## src/rtl/sipo_pkg.sv

```systemverilog
// Shared types and helpers for the SIPO deserializer: FSM state encodings
// and the bit-counter width function.
package sipo_pkg;

    typedef enum logic [1:0] {
        IDLE   = 2'd0,
        SHIFT  = 2'd1,
        PARITY = 2'd2
    } state_t;

    // Counter width for a WIDTH-bit word; never narrower than one bit.
    function automatic int cnt_w(input int width);
        return (width > 2) ? $clog2(width) : 1;
    endfunction

endpackage

```

## src/rtl/word_hold_reg.sv

```systemverilog
// Valid/ready holding register for completed words, with sticky overrun
// detection when a word completes while the held one cannot be replaced.
module word_hold_reg
#(
    parameter int WIDTH = 4
)
(
    input  logic             clk,
    input  logic             reset,
    input  logic             load_valid,
    input  logic [WIDTH-1:0] load_data,
    input  logic             load_perr,
    input  logic             out_ready,
    input  logic             overrun_clr,
    output logic [WIDTH-1:0] data,
    output logic             valid,
    output logic             perr,
    output logic             overrun
);

    logic [WIDTH-1:0] data_reg, data_next;
    logic             valid_reg, valid_next;
    logic             perr_reg, perr_next;
    logic             overrun_reg, overrun_next;
    logic             can_load;
    logic             drop;

    // A held word may be replaced in the same cycle it is being accepted.
    assign can_load = !valid_reg || out_ready;
    assign drop     = load_valid && !can_load;

    always_comb begin
        data_next  = data_reg;
        valid_next = valid_reg;
        perr_next  = perr_reg;
        if (load_valid) begin
            if (can_load) begin
                data_next  = load_data;
                perr_next  = load_perr;
                valid_next = 1'b1;
            end
        end else if (valid_reg && out_ready) begin
            valid_next = 1'b0;
        end
        // A fresh drop beats a simultaneous clear.
        overrun_next = drop || (overrun_reg && !overrun_clr);
    end

    always_ff @(posedge clk) begin
        if (reset) begin
            data_reg    <= '0;
            valid_reg   <= 1'b0;
            perr_reg    <= 1'b0;
            overrun_reg <= 1'b0;
        end else begin
            data_reg    <= data_next;
            valid_reg   <= valid_next;
            perr_reg    <= perr_next;
            overrun_reg <= overrun_next;
        end
    end

    assign data    = data_reg;
    assign valid   = valid_reg;
    assign perr    = perr_reg;
    assign overrun = overrun_reg;

endmodule

```

## src/rtl/sipo_deserializer.sv

```systemverilog
// Serial-in parallel-out deserializer feeding a valid/ready word register.
// Define SIPO_PARITY_EN to expect an even-parity bit after every word.
module sipo_deserializer
    import sipo_pkg::*;
#(
    parameter int WIDTH     = 4,
    parameter bit MSB_FIRST = 1'b1
)
(
    input  logic             clk,
    input  logic             reset,
    input  logic             serial_in,
    input  logic             bit_valid,
    input  logic             sync,
    output logic [WIDTH-1:0] parallel_out,
    output logic             out_valid,
    input  logic             out_ready,
    output logic             overrun,
    input  logic             overrun_clr,
    output logic             parity_err
);

    localparam int               CNT_W    = cnt_w(WIDTH);
    localparam logic [CNT_W-1:0] LAST_CNT = CNT_W'(WIDTH - 1);

    state_t           state_reg, state_next;
    logic [CNT_W-1:0] cnt_reg, cnt_next;
    logic [WIDTH-1:0] sh_reg, sh_next;
    logic [WIDTH-1:0] sh_shifted;
    logic             word_done;
    logic [WIDTH-1:0] word_data;
    logic             word_perr;

    // Shift network: new bit enters at the MSB end or LSB end.
    genvar gi;
    generate
        for (gi = 0; gi < WIDTH; gi++) begin : g_shift
            if (MSB_FIRST) begin : g_msb
                if (gi == 0) begin : g_in
                    assign sh_shifted[gi] = serial_in;
                end else begin : g_mv
                    assign sh_shifted[gi] = sh_reg[gi-1];
                end
            end else begin : g_lsb
                if (gi == WIDTH - 1) begin : g_in
                    assign sh_shifted[gi] = serial_in;
                end else begin : g_mv
                    assign sh_shifted[gi] = sh_reg[gi+1];
                end
            end
        end
    endgenerate

    always_comb begin
        state_next = state_reg;
        cnt_next   = cnt_reg;
        sh_next    = sh_reg;
        word_done  = 1'b0;
        word_data  = sh_shifted;
        word_perr  = 1'b0;
        if (sync) begin
            state_next = IDLE;
            cnt_next   = '0;
            sh_next    = '0;
        end else if (bit_valid) begin
            case (state_reg)
                IDLE, SHIFT: begin
                    sh_next = sh_shifted;
                    if (cnt_reg == LAST_CNT) begin
                        cnt_next = '0;
`ifdef SIPO_PARITY_EN
                        state_next = PARITY;
`else
                        state_next = IDLE;
                        word_done  = 1'b1;
`endif
                    end else begin
                        cnt_next   = cnt_reg + 1'b1;
                        state_next = SHIFT;
                    end
                end
`ifdef SIPO_PARITY_EN
                PARITY: begin
                    // The data word is already complete; this bit only checks it.
                    word_done  = 1'b1;
                    word_data  = sh_reg;
                    word_perr  = (^sh_reg) ^ serial_in;
                    state_next = IDLE;
                end
`endif
                default: begin
                    state_next = IDLE;
                    cnt_next   = '0;
                end
            endcase
        end
    end

    always_ff @(posedge clk) begin
        if (reset) begin
            state_reg <= IDLE;
            cnt_reg   <= '0;
            sh_reg    <= '0;
        end else begin
            state_reg <= state_next;
            cnt_reg   <= cnt_next;
            sh_reg    <= sh_next;
        end
    end

    word_hold_reg #(
        .WIDTH (WIDTH)
    ) u_hold (
        .clk         (clk),
        .reset       (reset),
        .load_valid  (word_done),
        .load_data   (word_data),
        .load_perr   (word_perr),
        .out_ready   (out_ready),
        .overrun_clr (overrun_clr),
        .data        (parallel_out),
        .valid       (out_valid),
        .perr        (parity_err),
        .overrun     (overrun)
    );

endmodule

```

## config.mk

```make
export PLATFORM = sky130hd
export DESIGN_NAME = sipo_deserializer
export DESIGN_NICKNAME = d
export VERILOG_FILES = /design/src/rtl/sipo_pkg.sv /design/src/rtl/word_hold_reg.sv /design/src/rtl/sipo_deserializer.sv
export SDC_FILE = /design/constraint.sdc
export NUM_CORES = 1
export LEC_CHECK = 0
export ABC_AREA = 1
export BUFFER_PORTS_ARGS = -buffer_cell sky130_fd_sc_hd__buf_4
export CAP_MARGIN = 20
export CORE_AREA = 2 2 39 41
export CTS_CLUSTER_DIAMETER = 50
export CTS_CLUSTER_SIZE = 28
export DETAILED_ROUTE_END_ITERATION = 16
export DIE_AREA = 0 0 41 43
export GPL_ROUTABILITY_DRIVEN = 0
export SYNTH_ARGS = -nofsm -noshare
export SYNTH_HDL_FRONTEND = slang
export SYNTH_SLANG_ARGS = --single-unit
```

## constraint.sdc

```tcl
create_clock -name clk -period 1.31 [get_ports clk]
set_input_delay 0.131 -clock clk [delete_from_list [all_inputs] [get_ports clk]]
set_output_delay 0.131 -clock clk [all_outputs]
set_load 0.005 [all_outputs]
```

---- Word-level counts from Yosys, hierarchy flattened ----
Index checks and enable logic that the tools add are counted.
word-level totals
  register bits after elaboration ......... 13
  input bits .............................. 7
  output and inout bits ................... 7
  word-level logic and storage cells ...... 36
operators by class
  $add $sub $neg .......................... 1
  equal/unequal tests ..................... 3
  mux-type cells .......................... 11
  reduce and logical (&&, ||, !) cells .... 15
operators with widths
  cell                                            number
  two-way mux 1 bit                               8
  two-way mux 2 bit                               3
  AND reduction 2 bit                             3
  OR reduction 2 bit                              2
  logical AND 1 bit                               3
  zero test 1 bit                                 3
  adder 2 x 1 -> 2 bit (second input constant)    1
  == test 2 x 1 -> 1 bit (second input constant)  1
  == test 2 bit (second input constant)           1
  zero test 2 bit                                 1
  logical OR 1 bit                                2
  inequality test 2 bit (second input constant)   1
  nonzero test 2 bit                              1

---- Longest topological paths before layout ----
Gate-level depths: netlist of the first run.
  depth in word-level cells ............... 7
  mapped depth ............................ 6
  mapped depth without buffers ............ 6

---- By module ----
From an unflattened synthesis of the first run, not the netlist that was laid out.
unflattened totals
  cells, all modules ...................... 79
  area total of the unflattened synthesis .. 575.6 um^2
modules (own cells, without submodules)
  module             instances  cells an instance  area each (um^2)  sequential area each (um^2)
  word_hold_reg      1          43                 317.8             140.1
  sipo_deserializer  1          36                 257.7             100.1

---- Least setup slack after synthesis of the first run ----
OpenSTA, ideal clock, no wires.
  kind .................................... reg2reg
  start point ............................. register cnt_reg[0]
  end point ............................... register u_hold.data_reg[0], in the netlist u_hold.data[0]
  data arrival time ....................... 0.925 ns
  slack ................................... 0.272 ns
  stages on the path, launching flop included .. 7
  buffers on the path ..................... 0
  clock period less this slack ............ 1.038 ns
  cells stage by stage .................... dfxtp_1 ha_1 nand2_2 nor2_4 nand3_1 nand2_1 nor2_1
between the ends
  longest elaborated chain between the ends .. 6
RTL lines
  item                           line                      source
  from (decl)                    sipo_deserializer.sv:27   logic [CNT_W-1:0] cnt_reg, cnt_next;
  from (signal assigned)         sipo_deserializer.sv:106  cnt_reg <= cnt_next;
  == test 2 bit                  sipo_deserializer.sv:69   if (cnt_reg == LAST_CNT) begin
  two-way mux 1 bit              sipo_deserializer.sv:69
  two-way mux 1 bit              sipo_deserializer.sv:66   case (state_reg)
  two-way mux 1 bit              sipo_deserializer.sv:65   end else if (bit_valid) begin
  two-way mux 1 bit              sipo_deserializer.sv:61   if (sync) begin
  AND reduction 2 bit (no line)  --
  to (signal assigned)           word_hold_reg.sv:56       data_reg <= data_next;
  to (decl)                      word_hold_reg.sv:21       logic [WIDTH-1:0] data_reg, data_next;
No other way between the ends.
A chain may end at the register's enable or synchronous reset.

---- Final worst setup path of the first run ----
  start point ............................. register cnt_reg[0]
  end point ............................... register u_hold.data_reg[3], in the netlist u_hold.data[3]
The elaborated chain is that of the path after synthesis.

==> impl_metrics.env, run 1 <==
export IMPL_nFillCells=150
export IMPL_slew_viol_final=0
export IMPL_drt_pass1_iterations=1
export IMPL_yosysUniqueCellTypes=16
export IMPL_finalWirelength_microns=796
export IMPL_p_leak_nw=0.274
export IMPL_cp_arrival_ns=1.28
export IMPL_drc=0
export IMPL_io_pins=14
export IMPL_synth_top_family_by_area="simple AND/OR/NAND/NOR gates"
export IMPL_final_common_cell="buf_4"
export IMPL_reg2reg_depth=6
export IMPL_synthSimpleGateAreaFrac_pct=31.2
export IMPL_fin_skew_ns=0.00112
export IMPL_internal_power_mw=0.479
export IMPL_clock_latency_ns=0.27
export IMPL_worstHoldPathType="in -> reg"
export IMPL_multiInputGateArea_sq_um=229
export IMPL_fin_setup_tns_ns=0
export IMPL_power_frac_comb_pct=7.7
export IMPL_grt_pass1_vias=325
export IMPL_vias=401
export IMPL_setup_viol=0
export IMPL_postCtsSetupBuffers=0
export IMPL_cts_htree_levels=1
export IMPL_final_antenna_net_count=0
export IMPL_post_route_min_period_ns=1.11
export IMPL_synth_seq_cells=11
export IMPL_rsz0062_at_grt="no"
export IMPL_whs_ns=0.0370
export IMPL_synth_area_mux_share_pct=0
export IMPL_grt_pass1_wl_microns=1320
export IMPL_final_cell_mix="buf_4, dfxtp_1, inv_1, nor2_1, nand2_1"
export IMPL_io_buffer_count=12
export IMPL_max_freq_mhz=899
export IMPL_power_switching_mw=0.142
export IMPL_synth_compound_gate_area_share_pct=10.6
export IMPL_syn_nets=74
export IMPL_synth_avg_cell_area_sq_um=7.72
export IMPL_cts_root_buf="clkbuf_4"
export IMPL_pwr_share_clk_pct=37.1
export IMPL_die_y_microns=43
export IMPL_viasPerCell=4.18
export IMPL_cts_tree="built"
export IMPL_yosysWarnings=0
export IMPL_drive_gt1_share_pct=28.7
export IMPL_clock_path_buffers=2
export IMPL_power_density_mw_per_mm2=989
export IMPL_fin_cells=96
export IMPL_cts_buffers_inserted=3
export IMPL_switching_share_pct=22.8
export IMPL_worstPathRequired_ns=1.48
export IMPL_fin_area_sq_um=627
export IMPL_cts_sinks=11
export IMPL_end_kind="flip-flop"
export IMPL_cp_max_fo=5
export IMPL_ys_seq_area_share_pct=43.2
export IMPL_drt_iter0_markers=0
export IMPL_cp_start_kind="flip-flop"
export IMPL_finalCritPeriodShare_pct=84.9
export IMPL_syn_to_final_growth_pct=23.1
export IMPL_clk_pin_slew_ns=0.07
export IMPL_wire_per_inst_microns=8.29
export IMPL_coreArea_sq_mm=0.00138
export IMPL_placed_cell_area_sq_um=601
export IMPL_largest_register_ffs=4
export IMPL_post_cts_resized=0
export IMPL_rows=14
export IMPL_dp_cells=92
export IMPL_gr_total_overflow=0
export IMPL_syn_area_sq_um=509
export IMPL_synth_cells=66
export IMPL_antennaDiodeCount=0
export IMPL_drv_cap=0
export IMPL_start_util_pct=36.8
export IMPL_r2r_start="cnt_reg[0]"
export IMPL_outcome="completed"
export IMPL_synth_xor_area_share_pct=0
export IMPL_synthAdderAreaFrac_pct=2.46
export IMPL_die_width_microns=41
export IMPL_power_mw=0.620
export IMPL_grt_usage_pct=11.5
export IMPL_worstReg2RegEnd="u_hold.data[3]"
export IMPL_r2r_setup_slack_ns=0.20
export IMPL_hold_end="u_hold.overrun"
export IMPL_fin_nets=89
export IMPL_power_frac_seq_pct=55.2
export IMPL_ff_latch_area_sq_um=220
export IMPL_cts_hold_buf=0
export IMPL_vdd_ir_drop_max_mv=0.564
export IMPL_whs_path_depth=2
export IMPL_antenna_found_initial=0
export IMPL_hold_viol=0
export IMPL_grt_max_degree=10
export IMPL_worstHoldStart="reset"
export IMPL_path_class="reg -> reg"
export IMPL_die_area_sq_mm=0.00176
## how the worst max path moves through the flow
stage	start	endpoint	slack (ns)	cells past startpoint
global route	cnt_reg[0]	u_hold.data[3]	0.05	6
global placement	cnt_reg[0]	u_hold.data[1]	0.22	6
floorplan	cnt_reg[0]	u_hold.data[0]	0.27	6
detailed placement	cnt_reg[0]	u_hold.data[3]	0.20	6
finish	cnt_reg[0]	u_hold.data[3]	0.20	6
CTS	cnt_reg[0]	u_hold.data[3]	0.18	6
## Yosys cell counts
library cell / instances / area (sq um)
a21oi_1: 6 / 30.0
nand3_1: 4 / 20.0
nand3_4: 1 / 17.5
nand2_2: 2 / 12.5
dfxtp_1: 11 / 220
a21oi_2: 1 / 8.76
nor2_1: 10 / 37.5
conb_1: 1 / 3.75
nor2_4: 3 / 33.8
ha_1: 1 / 12.5
o21ai_1: 3 / 15.0
buf_4: 1 / 7.51
inv_1: 10 / 37.5
inv_2: 1 / 3.75
nand2_1: 10 / 37.5
buf_6: 1 / 11.3
## metrics by stage
step	utilization, %	worst slack (ns)
after floorplan	-	0.272
after global placement	43.4	0.219
after detailed placement	43.4	0.196
after CTS	45.3	0.183
after global routing	45.3	0.0544
final	45.3	0.198
## cell families after synthesis
group / count (synthesis)
buf+inv: 13
simple gates: 30
flops: 11
compound gates: 10
fa+ha+maj: 1
other cells: 1
## critical path, stage by stage (launching register included)
cell and delay (ns):
dfxtp_1 0.35, ha_1 0.26, nand2_2 0.09, nor2_4 0.13, nand3_1 0.09, nand2_1 0.06
nor2_1 0.04
## layout make-up
class	count	share of cell area (%)
Inverter	11	6.59
Timing Repair Buffer	12	14.4
Clock buffer	4	4.19
Tap cell	16	3.19
Multi-Input combinational cell	42	36.5
Sequential cell	11	35.1
## power by group through the flow
stage,registers [mW],clock network [mW],logic (mW)
after floorplan,0.350,0,0.0309
after global placement,0.350,0,0.0485
after detailed placement,0.350,0,0.0485
after CTS,0.342,0.238,0.0488
after global routing,0.343,0.249,0.0557
final,0.342,0.230,0.0479
## metal layers
metal,track usage (%),vias to the layer above,routed length [microns]
met5,0,-,0
met4,10.0,0,24
met3,3.14,2,53
met2,14.7,11,352
met1,15.0,158,366
li1,-,230,-
No activity file was read; power rests on OpenSTA's default activity.
==> run 2: changes to the inputs <==
==> constraint.sdc (replaced) <==
create_clock -name clk -period 0.9 [get_ports clk]
set_input_delay 0.09 -clock clk [delete_from_list [all_inputs] [get_ports clk]]
set_output_delay 0.09 -clock clk [all_outputs]
set_load 0.005 [all_outputs]
==> run 2 against run 1 <==
Compared with the run above:
- the flow now finishes with violations (negative setup slack)
- count of clock-buffer cells in the layout stayed put
- sequential share of layout area is 1.8 points lower
- core utilization is 3.0 points higher
- fmax is 12% higher
- routed wire length is 11% higher
- critical endpoint is now u_hold.data[0]
- largest power group unchanged
==> impl_metrics.env, run 2 (same netlist as run 1, synthesis figures left out) <==
export IMPL_die_width_microns=41
export IMPL_postCtsSetupBuffers=0
export IMPL_drive_gt1_share_pct=34.1
export IMPL_start_util_pct=36.8
export IMPL_wire_per_inst_microns=9.00
export IMPL_cts_tree="built"
export IMPL_grt_pass1_wl_microns=1440
export IMPL_nFillCells=147
export IMPL_whs_path_depth=4
export IMPL_utilization_pct=48.3
export IMPL_coreArea_sq_mm=0.00138
export IMPL_cts_buffers_inserted=3
export IMPL_syn_to_final_growth_pct=31.2
export IMPL_rsz0062_at_grt="yes"
export IMPL_io_buffer_count=12
export IMPL_largest_register_ffs=4
export IMPL_p_leak_nw=0.290
export IMPL_power_mw=0.913
export IMPL_whs_ns=0.0854
export IMPL_fin_skew_ns=0.000810
export IMPL_crit_chain="ha_4 > nand2_4 > nor2_4 > nand3_1 > nand2_1 > nor2_1"
export IMPL_hold_end="u_hold.overrun"
export IMPL_final_cell_mix="buf_4, inv_1, nor2_1, nand2_1, dfxtp_1"
export IMPL_final_common_cell="buf_4"
export IMPL_dp_cells=93
export IMPL_cp_start_kind="flip-flop"
export IMPL_hpwl_microns=664
export IMPL_antennaDiodeCount=0
export IMPL_cts_root_buf="clkbuf_4"
export IMPL_cp_arrival_ns=1.16
export IMPL_hold_viol=0
export IMPL_drt_pass1_iterations=3
export IMPL_max_freq_mhz=1000
export IMPL_reg2reg_depth=6
export IMPL_vdd_ir_drop_max_mv=0.749
export IMPL_crit_slowest_cell="dfxtp_2"
export IMPL_vias=416
export IMPL_cts_sinks=11
export IMPL_r2r_setup_slack_ns=-0.1
export IMPL_ff_latch_area_sq_um=223
export IMPL_drt_iter0_markers=8
export IMPL_power_density_mw_per_mm2=1370
export IMPL_place_ws_ns=-0.101
export IMPL_grt_pass1_vias=351
export IMPL_grt_max_degree=10
export IMPL_slowest_delay_ns=0.35
export IMPL_cts_htree_levels=1
export IMPL_worstHoldPathType="in -> reg"
export IMPL_fin_setup_tns_ns=-0.399
export IMPL_antenna_found_initial=0
export IMPL_setup_viol=5
export IMPL_worstReg2RegEnd="u_hold.data[0]"
export IMPL_worstPathRequired_ns=1.06
export IMPL_clock_path_buffers=2
export IMPL_worstHoldStart="overrun_clr"
export IMPL_drv_cap=0
export IMPL_path_class="reg -> reg"
export IMPL_drc=0
export IMPL_final_antenna_net_count=0
export IMPL_fin_ws_ns=-0.0956
export IMPL_viasPerCell=4.24
export IMPL_io_pins=14
export IMPL_end_kind="flip-flop"
export IMPL_finalWirelength_microns=882
export IMPL_slew_viol_final=0
export IMPL_gr_total_overflow=0
export IMPL_post_route_min_period_ns=0.996
export IMPL_clock_latency_ns=0.26
export IMPL_outcome="finished, violations left"
export IMPL_multiInputGateArea_sq_um=250
export IMPL_grt_usage_pct=12.5
export IMPL_violations="negative setup slack"
export IMPL_placed_cell_area_sq_um=623
export IMPL_r2r_start="cnt_reg[1]"
export IMPL_die_y_microns=43
export IMPL_finalCritPeriodShare_pct=111
export IMPL_fin_area_sq_um=668
export IMPL_fin_cells=98
export IMPL_clk_pin_slew_ns=0.07
export IMPL_cp_max_fo=5
export IMPL_die_area_sq_mm=0.00176
export IMPL_rows=14
export IMPL_fin_nets=91
run 2: timing repair:
action	4_1_cts	5_1_grt
gates resized for setup	0	2
endpoints found under the setup margin	5	6
hold buffers	1	0
endpoints found under the hold margin	2	0
run 2: critical path: cells and delay by family, from the launching register on:
kind,cells,cell delay [ns]
and+or+nand+nor,5,0.39
DFF,1,0.35
adders and majority gates,1,0.17
run 2: layer usage:
layer	vias to the layer above	part of all wire, %	global-route usage, %
met5	-	0	0
met4	0	1.1	12.0
met3	2	4.6	3.14
met2	8	45	15.3
met1	173	49	16.7
li1	233	-	-
run 2: how the worst max path moves through the flow:
stage	to	cells after the start	from	slack, ns
3_3_place_gp	u_hold.data[3]	6	cnt_reg[1]	-0.08
5_1_grt	u_hold.data[2]	6	cnt_reg[1]	-0.18
3_5_place_dp	u_hold.data[3]	6	cnt_reg[1]	-0.10
6_report	u_hold.data[0]	6	cnt_reg[1]	-0.1
2_1_floorplan	u_hold.data[0]	6	cnt_reg[1]	-0.03
4_1_cts	u_hold.data[3]	6	cnt_reg[1]	-0.12
run 2: cell type report:
class	instances	share of cell area, %
repair buffers	14	16.1
well taps	16	3.00
inverters	11	6.18
multi-input cells	42	37.5
clock buffers	4	3.93
flip-flops and latches	11	33.3
run 2: where the power goes:
| group | leakage, nW | internal, mW | switching [mW] |
|---|---|---|---|
| Combinational | 0.185 | 0.0371 | 0.0448 |
| Sequential | 0.0900 | 0.495 | 0.00440 |
| Clock | 0.0150 | 0.171 | 0.161 |
==> run 3: changes to the inputs <==
--- a/config.mk
+++ b/config.mk
@@ -9,11 +9,11 @@
 export BUFFER_PORTS_ARGS = -buffer_cell sky130_fd_sc_hd__buf_4
 export CAP_MARGIN = 20
 export CORE_AREA = 2 2 39 41
-export CTS_CLUSTER_DIAMETER = 50
 export CTS_CLUSTER_SIZE = 28
 export DETAILED_ROUTE_END_ITERATION = 16
 export DIE_AREA = 0 0 41 43
 export GPL_ROUTABILITY_DRIVEN = 0
+export MAX_ROUTING_LAYER = met4
 export SYNTH_ARGS = -nofsm -noshare
 export SYNTH_HDL_FRONTEND = slang
 export SYNTH_SLANG_ARGS = --single-unit
==> run 3 against run 2 <==
Compared with the run above:
- the flow still finishes with violations (negative setup slack)
- core utilization did not move
- flip-flop and latch count did not move
- critical path depth did not move
- combinational power barely moved
- critical endpoint unchanged
- highest routed layer unchanged
==> impl_metrics.env, run 3 (same netlist as run 1, synthesis figures left out) <==
export IMPL_clock_path_buffers=2
export IMPL_outcome="finished, violations left"
export IMPL_largest_register_ffs=4
export IMPL_viasPerCell=4.24
export IMPL_final_cell_mix="buf_4, inv_1, nor2_1, nand2_1, dfxtp_1"
export IMPL_drt_iter0_markers=8
export IMPL_syn_to_final_growth_pct=31.2
export IMPL_fin_setup_tns_ns=-0.399
export IMPL_final_antenna_net_count=0
export IMPL_fin_nets=91
export IMPL_grt_max_degree=10
export IMPL_setup_viol=5
export IMPL_p_leak_nw=0.290
export IMPL_finalWirelength_microns=882
export IMPL_worstHoldPathType="in -> reg"
export IMPL_path_class="reg -> reg"
export IMPL_cts_sinks=11
export IMPL_drt_pass1_iterations=3
export IMPL_post_route_min_period_ns=0.996
export IMPL_clk_pin_slew_ns=0.07
export IMPL_gr_total_overflow=0
export IMPL_fin_ws_ns=-0.0956
export IMPL_cts_tree="built"
export IMPL_crit_start="cnt_reg[1]"
export IMPL_antennaDiodeCount=0
export IMPL_antenna_found_initial=0
export IMPL_finalCritPeriodShare_pct=111
export IMPL_r2r_start="cnt_reg[1]"
export IMPL_wire_per_inst_microns=9.00
export IMPL_clock_latency_ns=0.26
export IMPL_cp_max_fo=5
export IMPL_slew_viol_final=0
export IMPL_hpwl_microns=664
export IMPL_power_density_mw_per_mm2=1370
export IMPL_fin_skew_ns=0.000812
export IMPL_hold_viol=0
export IMPL_vias=416
export IMPL_drive_gt1_share_pct=34.1
export IMPL_final_common_cell="buf_4"
export IMPL_utilization_pct=48.3
export IMPL_place_ws_ns=-0.101
export IMPL_rsz0062_at_grt="yes"
export IMPL_die_area_sq_mm=0.00176
export IMPL_die_y_microns=43
export IMPL_io_buffer_count=12
export IMPL_drv_cap=0
export IMPL_worstHoldStart="overrun_clr"
export IMPL_cp_start_kind="flip-flop"
export IMPL_coreArea_sq_mm=0.00138
export IMPL_max_freq_mhz=1000
export IMPL_worstPathRequired_ns=1.06
export IMPL_cp_arrival_ns=1.16
export IMPL_cts_root_buf="clkbuf_4"
export IMPL_start_util_pct=36.8
export IMPL_cts_buffers_inserted=3
export IMPL_drc=0
export IMPL_io_pins=14
export IMPL_end_kind="flip-flop"
export IMPL_violations="negative setup slack"
export IMPL_vdd_ir_drop_max_mv=0.749
export IMPL_grt_usage_pct=12.8
export IMPL_grt_pass1_vias=351
export IMPL_rows=14
export IMPL_cts_htree_levels=1
export IMPL_die_width_microns=41
export IMPL_grt_pass1_wl_microns=1440
[run 3: cell counts in the layout (fill, tap and decap cells not counted)]
No cell type changed its count.
[run 3: path summary, 6_finish.rpt]
kind               endpoint  slack [ns]  cells past startpoint
max          u_hold.data[0]        -0.1                      6
min          u_hold.overrun        0.09                      4
max reg2reg  u_hold.data[0]        -0.1                      6
min reg2reg       sh_reg[2]        0.48                      2
[run 3: area by class of cell]
type	instances	area [sq um]
clock buffers	4	26.3
fillers	147	716
inverters	11	41.3
multi-input cells	42	250
flip-flops and latches	11	223
well taps	16	20.0
repair buffers	14	108
[run 3: per-stage QoR]
stage               hold WS [ns]  area [sq um]  cells  power [mW]
floorplan                  0.152           524     66       0.556
global placement           0.278           623     93       0.585
detailed placement         0.280           623     93       0.587
CTS                       0.0724           659     98       0.936
global route               0.103           668     98       0.970
finish                    0.0854           668     98       0.913
[run 3: report_power, final]
part | switching, mW | internal, mW | total (mW)
Combinational | 0.0448 | 0.0371 | 0.0820
Clock | 0.161 | 0.171 | 0.332
Sequential | 0.00440 | 0.495 | 0.499
Total | 0.210 | 0.703 | 0.913
[run 3: critical path: stages, from the launching register on]
cell	delay, ns
dfxtp_2	0.35
ha_4	0.17
nand2_4	0.06
nor2_4	0.13
nand3_1	0.09
nand2_1	0.07
nor2_1	0.04
[run 3: layer usage]
metal | vias to the layer above | track usage, % | wire, microns | part of all wire (%)
met5 | - | - | 0 | 0
met4 | 0 | 12.0 | 10 | 1.1
met3 | 2 | 3.14 | 41 | 4.6
met2 | 8 | 15.3 | 401 | 45
met1 | 173 | 16.7 | 428 | 49
li1 | 233 | - | - | -
[run 3: repair_timing]
| action | CTS | global route |
|---|---|---|
| buffers inserted | 0 | 0 |
| endpoints found under the hold margin | 2 | 0 |
| gates resized for setup | 0 | 2 |
| setup endpoints to repair | 5 | 6 |
| hold buffers | 1 | 0 |
